[src/rtl/huff_pkg.sv]
// Shared definitions for the Huffman serial encoder/decoder pair.
// Holds the table geometry, the table-entry record and the decoder
// state encoding so that both ends of the link agree on them.
package huff_pkg;

  localparam int SYM_NUM = 8;
  localparam int MAX_LEN = 7;
  localparam int SYM_W   = 3;

  // One code-table entry; len == 0 marks the entry as unused.
  typedef struct packed {
    logic [2:0]         len;
    logic [MAX_LEN-1:0] code;
  } tbl_entry_t;

  typedef enum logic [1:0] {
    IDLE   = 2'd0,
    DECODE = 2'd1,
    DONE   = 2'd2
  } state_t;

endpackage

[src/rtl/huff_match.sv]
// Combinational codeword matcher.
// Compares a right-aligned candidate codeword of cand_len bits against
// every table entry and reports whether any entry matches, together with
// the lowest matching entry index.
//   entries  : full code table
//   cand     : candidate bits, right-aligned
//   cand_len : number of valid candidate bits (1..MAX_LEN)
//   hit      : some entry matched
//   idx      : lowest matching entry index (0 when no hit)
module huff_match
  import huff_pkg::*;
(
  input  tbl_entry_t [SYM_NUM-1:0] entries,
  input  logic [MAX_LEN-1:0]       cand,
  input  logic [2:0]               cand_len,
  output logic                     hit,
  output logic [SYM_W-1:0]         idx
);

  logic [MAX_LEN-1:0] mask;

  // Only the low cand_len bits take part in the comparison. When cand_len
  // equals MAX_LEN the shift wraps to zero and the subtraction yields all
  // ones, which is exactly the mask wanted.
  assign mask = (MAX_LEN'(1) << cand_len) - MAX_LEN'(1);

  // Scanning from the top down lets lower indices overwrite higher ones,
  // giving lowest-index priority.
  always_comb begin
    hit = 1'b0;
    idx = '0;
    for (int i = SYM_NUM - 1; i >= 0; i--) begin
      if ((cand_len != 3'd0) && (entries[i].len == cand_len) &&
          (((entries[i].code ^ cand) & mask) == '0)) begin
        hit = 1'b1;
        idx = SYM_W'(i);
      end
    end
  end

endmodule

[src/rtl/huff_serial_decoder.sv]
// Serial Huffman decoder.
// Consumes the encoder's one-bit-per-cycle code stream, accumulates bits
// until they form a codeword present in the loaded table, and emits the
// symbol index one cycle later. A frame is a run of consecutive valid
// bits; its end produces a frame_done pulse with final count and error.
//   clk, rst                     : clock, async active-high reset
//   tbl_valid/tbl_sym/len/code   : table write port (honoured in IDLE only)
//   in_valid, in_code            : serial code stream
//   out_valid, out_sym           : decoded symbol pulse and index
//   frame_done                   : end-of-frame pulse
//   sym_cnt                      : symbols in current/last frame, saturating
//   err                          : sticky error of current/last frame
module huff_serial_decoder #(
  parameter int SYM_NUM = huff_pkg::SYM_NUM,
  parameter int MAX_LEN = huff_pkg::MAX_LEN,
  parameter int SYM_W   = huff_pkg::SYM_W
) (
  input  logic               clk,
  input  logic               rst,
  input  logic               tbl_valid,
  input  logic [SYM_W-1:0]   tbl_sym,
  input  logic [2:0]         tbl_len,
  input  logic [MAX_LEN-1:0] tbl_code,
  input  logic               in_valid,
  input  logic               in_code,
  output logic               out_valid,
  output logic [SYM_W-1:0]   out_sym,
  output logic               frame_done,
  output logic [4:0]         sym_cnt,
  output logic               err
);

  import huff_pkg::*;

  tbl_entry_t [SYM_NUM-1:0] entries;

  state_t             state, state_n;
  logic [MAX_LEN-1:0] acc, acc_n;
  logic [2:0]         acc_len, acc_len_n;
  logic [4:0]         cnt_n;
  logic               err_n;
  logic               out_valid_n;
  logic [SYM_W-1:0]   out_sym_n;
  logic               frame_done_n;
  logic               wr_en;
  logic               take_bit;

  logic [MAX_LEN-1:0] base_acc;
  logic [2:0]         base_len;
  logic [4:0]         base_cnt;
  logic               base_err;
  logic [MAX_LEN-1:0] cand;
  logic [2:0]         cand_len;
  logic               hit;
  logic [SYM_W-1:0]   hit_idx;

  // A bit taken in IDLE starts a new frame, so it sees an empty
  // accumulator and fresh count/error rather than the previous frame's.
  always_comb begin
    if (state == IDLE) begin
      base_acc = '0;
      base_len = '0;
      base_cnt = '0;
      base_err = 1'b0;
    end else begin
      base_acc = acc;
      base_len = acc_len;
      base_cnt = sym_cnt;
      base_err = err;
    end
  end

  assign cand     = {base_acc[MAX_LEN-2:0], in_code};
  assign cand_len = base_len + 3'd1;

  huff_match u_match (
    .entries  (entries),
    .cand     (cand),
    .cand_len (cand_len),
    .hit      (hit),
    .idx      (hit_idx)
  );

  // Table storage; writes are only honoured while idle so a running frame
  // always decodes against a stable table.
  always_ff @(posedge clk or posedge rst) begin
    if (rst) begin
      entries <= '0;
    end else if (wr_en) begin
      entries[tbl_sym].len  <= tbl_len;
      entries[tbl_sym].code <= tbl_code;
    end
  end

  // Next-state, accumulator, counter and output logic.
  always_comb begin
    state_n      = state;
    acc_n        = acc;
    acc_len_n    = acc_len;
    cnt_n        = sym_cnt;
    err_n        = err;
    out_valid_n  = 1'b0;
    out_sym_n    = '0;
    frame_done_n = 1'b0;
    wr_en        = 1'b0;
    take_bit     = 1'b0;

    case (state)
      IDLE: begin
        wr_en = tbl_valid;
        if (in_valid) begin
          state_n  = DECODE;
          take_bit = 1'b1;
        end
      end
      DECODE: begin
        if (in_valid) begin
          take_bit = 1'b1;
        end else begin
          state_n      = DONE;
          frame_done_n = 1'b1;
          if (acc_len != 3'd0) err_n = 1'b1;
          acc_n     = '0;
          acc_len_n = '0;
        end
      end
      DONE: begin
        state_n = IDLE;
        // A bit arriving while the frame is being closed cannot be decoded.
        if (in_valid) err_n = 1'b1;
      end
      default: state_n = IDLE;
    endcase

    if (take_bit) begin
      cnt_n = base_cnt;
      err_n = base_err;
      if (hit) begin
        out_valid_n = 1'b1;
        out_sym_n   = hit_idx;
        cnt_n       = (base_cnt == 5'd31) ? base_cnt : base_cnt + 5'd1;
        acc_n       = '0;
        acc_len_n   = '0;
      end else if (cand_len == 3'(MAX_LEN)) begin
        // Longest possible code still unmatched: flag it and resync.
        err_n     = 1'b1;
        acc_n     = '0;
        acc_len_n = '0;
      end else begin
        acc_n     = cand;
        acc_len_n = cand_len;
      end
    end
  end

  // State and registered outputs.
  always_ff @(posedge clk or posedge rst) begin
    if (rst) begin
      state      <= IDLE;
      acc        <= '0;
      acc_len    <= '0;
      sym_cnt    <= '0;
      err        <= 1'b0;
      out_valid  <= 1'b0;
      out_sym    <= '0;
      frame_done <= 1'b0;
    end else begin
      state      <= state_n;
      acc        <= acc_n;
      acc_len    <= acc_len_n;
      sym_cnt    <= cnt_n;
      err        <= err_n;
      out_valid  <= out_valid_n;
      out_sym    <= out_sym_n;
      frame_done <= frame_done_n;
    end
  end

endmodule

[config.mk]
export PLATFORM = sky130hd
export DESIGN_NAME = huff_serial_decoder
export DESIGN_NICKNAME = d
export VERILOG_FILES = /design/src/rtl/huff_pkg.sv /design/src/rtl/huff_match.sv /design/src/rtl/huff_serial_decoder.sv
export SDC_FILE = /design/constraint.sdc
export NUM_CORES = 1
export LEC_CHECK = 0
export BUFFER_PORTS_ARGS = -buffer_cell sky130_fd_sc_hd__buf_2
export CAP_MARGIN = 20
export CORE_ASPECT_RATIO = 0.5
export CORE_MARGIN = 2
export CORE_UTILIZATION = 40
export DETAILED_ROUTE_END_ITERATION = 12
export GPL_TIMING_DRIVEN = 0
export PLACE_DENSITY = 0.66
export REMOVE_ABC_BUFFERS = 1
export SLEW_MARGIN = 15
export SYNTH_ARGS = -nofsm -noshare
export SYNTH_HDL_FRONTEND = slang
export SYNTH_SLANG_ARGS = --single-unit
[constraint.sdc]
create_clock -name clk -period 4.5 [get_ports clk]
set_clock_uncertainty 0.05 [all_clocks]
set_input_delay 0.45 -clock clk [delete_from_list [all_inputs] [get_ports clk]]
set_output_delay 0.45 -clock clk [all_outputs]
set_load 0.02 [all_outputs]
==> flow_metrics.env <==
export IMPL_cts_made_buffers=9
export IMPL_synth_adder_area_share=0.0150
export IMPL_synthesis_area_per_instance_sq_um=11.0
export IMPL_post_synth_mux_area_share=0.164
export IMPL_clock_tree_from_tritoncts="built"
export IMPL_hold_path_startpoint="in_valid"
export IMPL_dpl_cell_area_sq_um=6160
export IMPL_post_synth_main_area_contributors="dfrtp_1 44%, mux2_2 16%, xor2_1 6.0%, xnor2_1 5.4%, nand2_1 3.4%"
export IMPL_pin_count_of_the_biggest_net_entering_global_routing=81
export IMPL_synth_cell_types=57
export IMPL_path_clk_slew_ns=0.07
export IMPL_htreeDepth=3
export IMPL_fin_nets=576
export IMPL_synthDominantCellAreaShare=0.438
export IMPL_synth_top_family_by_area="multiplexers"
export IMPL_worst_r2r_startpoint="state[0]$_DFFE_PP0P_"
export IMPL_setup_viol=0
export IMPL_die_height_um=89.4
export IMPL_clockBufferDepth=2
export IMPL_routed_via_count=4205
export IMPL_place_hpwl_um=9500
export IMPL_peakVddDrop_mv=0.253
export IMPL_grt_pass1_wl_um=22300
export IMPL_status="finished clean"
export IMPL_highest_clock_rate_ghz=0.234
export IMPL_final_min_period_over_clock_period=0.948
export IMPL_core_region_area_sq_um=14400
export IMPL_final_area_sq_um=6600
export IMPL_synth_cells=529
export IMPL_floorplan_initialDensity=0.406
export IMPL_yosysMostFrequentCell="dfrtp_1"
export IMPL_yosys_warnings=0
export IMPL_fp_row_count=31
export IMPL_finalCriticalPeriod_ns=4.26
export IMPL_route_detailed_drc=0
export IMPL_synth_edff_count=0
export IMPL_layout_area_overhead_vs_synth_pct=13.2
export IMPL_drive_above_1_share=0.295
export IMPL_grt_antenna_before_repair=0
export IMPL_yosys_area_share_simple=0.127
export IMPL_global_route_overflow_total=0
export IMPL_setup_worst_path_start="state[0]$_DFFE_PP0P_"
export IMPL_drt_pre_antenna_iters=5
export IMPL_cts_num_sinks=102
export IMPL_timing_critical_path_to_type="flip-flop"
export IMPL_synth_largest_area_cell="dfrtp_1"
export IMPL_async_reset_ff_frac=1.00
export IMPL_max_slew_worst_pin_slew_ns=1.09
export IMPL_via_per_inst=5.58
export IMPL_worst_setup_path_start_kind="flip-flop"
export IMPL_grtUsageTotal=0.185
export IMPL_max_slew_margin_rel=0.273
export IMPL_compound_cell_area_share_of_the_yosys_netlist=0.111
export IMPL_crit_path_max_fanout=14
export IMPL_ant_nets=0
export IMPL_maxCapViolCount=0
export IMPL_port_buffers=28
export IMPL_portion_of_the_post_synthesis_area_used_by_sequential_elements=0.438
export IMPL_boundaryPins=29
export IMPL_final_hold_worst_slack_ns=0.262
export IMPL_ys_ff_latch=102
export IMPL_maxSlewViolCount=0
export IMPL_clock_latency_ns=0.36
export IMPL_gp_weighted_congestion=0.806
export IMPL_hold_viol_final=0
export IMPL_synthTopCellsByCount="102 x dfrtp_1, 82 x mux2_2, 53 x nand2_1, 40 x xor2_1, 36 x xnor2_1"
export IMPL_die_w_um=175
export IMPL_antennaDiodeCount=0
export IMPL_power_leakage_nw=2.71
export IMPL_synth_ff_type="dfrtp_1"
export IMPL_synth_area_sq_um=5830
export IMPL_critical_path_required_ns=4.73
export IMPL_drt_wirelength_per_cell_um=18.3
export IMPL_first_global_vias=4014
export IMPL_ctsRootBufferMaster="clkbuf_16"
export IMPL_dieArea_sq_um=15600
export IMPL_cellPowerDensity_nw_per_um2=539
export IMPL_drt_wl_total_um=13800
export IMPL_hold_path_class="input port to flip-flop"
export IMPL_rsz0062_at_grt="false"
export IMPL_drt_iter0_drc=303
export IMPL_yosys_area_share_xor_xnor=0.120
export IMPL_worst_endpoint_arrival_ns=4.50
export IMPL_timing_worst_setup_path_type="flip-flop to flip-flop"
area by class of cell:
type,count,area (sq um)
multi-input combinational,396,3230
fill,1350,7750
clock buffer,9,225
sequential,102,2560
inverter,7,31.3
clock inverter,7,81.3
tap,198,248
timing repair buffer,35,223
logic make-up after synthesis:
kind of cell	Yosys count
simple gates	146
mux	84
fa+ha+maj	7
flops	102
compound gates	81
xor+xnor	78
buf+inv	31
worst paths after layout:
kind | endpoint | slack [ns] | cells past startpoint
worst max-delay path | acc_len[1]$_DFFE_PP0P_ | 0.24 | 15
worst min register to register | acc[2]$_DFFE_PP0P_ | 0.48 | 2
min in group asynchronous | entries[70]$_DFFE_PP0P_ | 0.53 | 3
worst max register to register | acc_len[1]$_DFFE_PP0P_ | 0.24 | 15
worst min-delay path | state[1]$_DFFE_PP0P_ | 0.26 | 2
max in group asynchronous | state[0]$_DFFE_PP0P_ | 3.18 | 4
worst max-delay path, stage by stage (launching register included):
cell and delay [ns]:
dfrtp_4 0.58, or2_2 0.41, nand2_1 0.15, inv_1 0.09
ha_2 0.24, xor2_4 0.18, nand2_1 0.09, ha_2 0.27
nor3b_4 0.26, xnor2_2 0.15, nand2_1 0.18, a311oi_2 0.16
o2111a_1 0.23, or4_4 0.60, or3_4 0.41, o21ai_1 0.14
sequential cells by signal (all words and copies together) (netlist names):
name	cells
entries	80
acc_len	3
out_sym	3
out_valid	1
frame_done	1
acc	6
err	1
sym_cnt	5
state	2
metal layers:
| layer | vias up | part of all wire | GRT usage | routed length [um] |
|---|---|---|---|---|
| li1 | 1965 | - | - | - |
| met1 | 2119 | 0.49 | 0.259 | 6740 |
| met2 | 99 | 0.46 | 0.301 | 6320 |
| met3 | 22 | 0.043 | 0.0366 | 600 |
| met4 | 0 | 0.012 | 0.0432 | 163 |
| met5 | - | 0 | 0 | 0 |
per-stage QoR:
stage	std cells	TNS (ns)	utilization	worst slack, ns	power (mW)
after floorplan	505	-8.06	-	-0.604	2.33
after global placement	731	-39.36	0.425	-2.27	2.63
after detailed placement	733	-18.52	0.429	-1.12	2.68
after CTS	753	0	0.457	0.0297	3.53
after global routing	754	0	0.460	0.0374	3.78
final	754	0	0.460	0.235	3.56
report_power, final:
| part | leakage (nW) | switching [mW] | internal [mW] |
|---|---|---|---|
| clock network | 0.145 | 0.373 | 0.439 |
| registers | 1.27 | 0.195 | 1.16 |
| logic | 1.30 | 0.763 | 0.630 |
layout by cell type, fill, tap and decap left out, types with 3 or more instances in the layout:
| cell | instances |
|---|---|
| o211ai_1 | 5 |
| a311oi_1 | 3 |
| a211o_1 | 5 |
| ha_1 | 4 |
| buf_2 | 28 |
| nand2_1 | 51 |
| o21ai_2 | 4 |
| o2111a_1 | 4 |
| and2_1 | 8 |
| xor2_1 | 40 |
| dfrtp_1 | 100 |
| o21ai_0 | 6 |
| nor3_1 | 14 |
| o41ai_1 | 8 |
| and3_1 | 8 |
| xnor2_1 | 33 |
| xnor2_2 | 3 |
| ha_2 | 3 |
| mux2_2 | 82 |
| clkbuf_16 | 9 |
| a21oi_1 | 5 |
| buf_4 | 4 |
| o2111ai_1 | 10 |
| inv_1 | 6 |
| nand3_1 | 4 |
| nor4_1 | 9 |
| o221ai_1 | 6 |
| nor2_1 | 26 |
| o21ai_1 | 4 |
| nor4b_1 | 8 |
repair_timing:
item,CTS,global route
cloned,0,0
setup endpoints to repair,19,18
pin swaps,2,1
endpoints found under the hold margin,22,0
gates resized for setup,11,10
buffers inserted,3,1
hold buffers,1,0
Note: power is estimated with default switching activity, not from simulation.
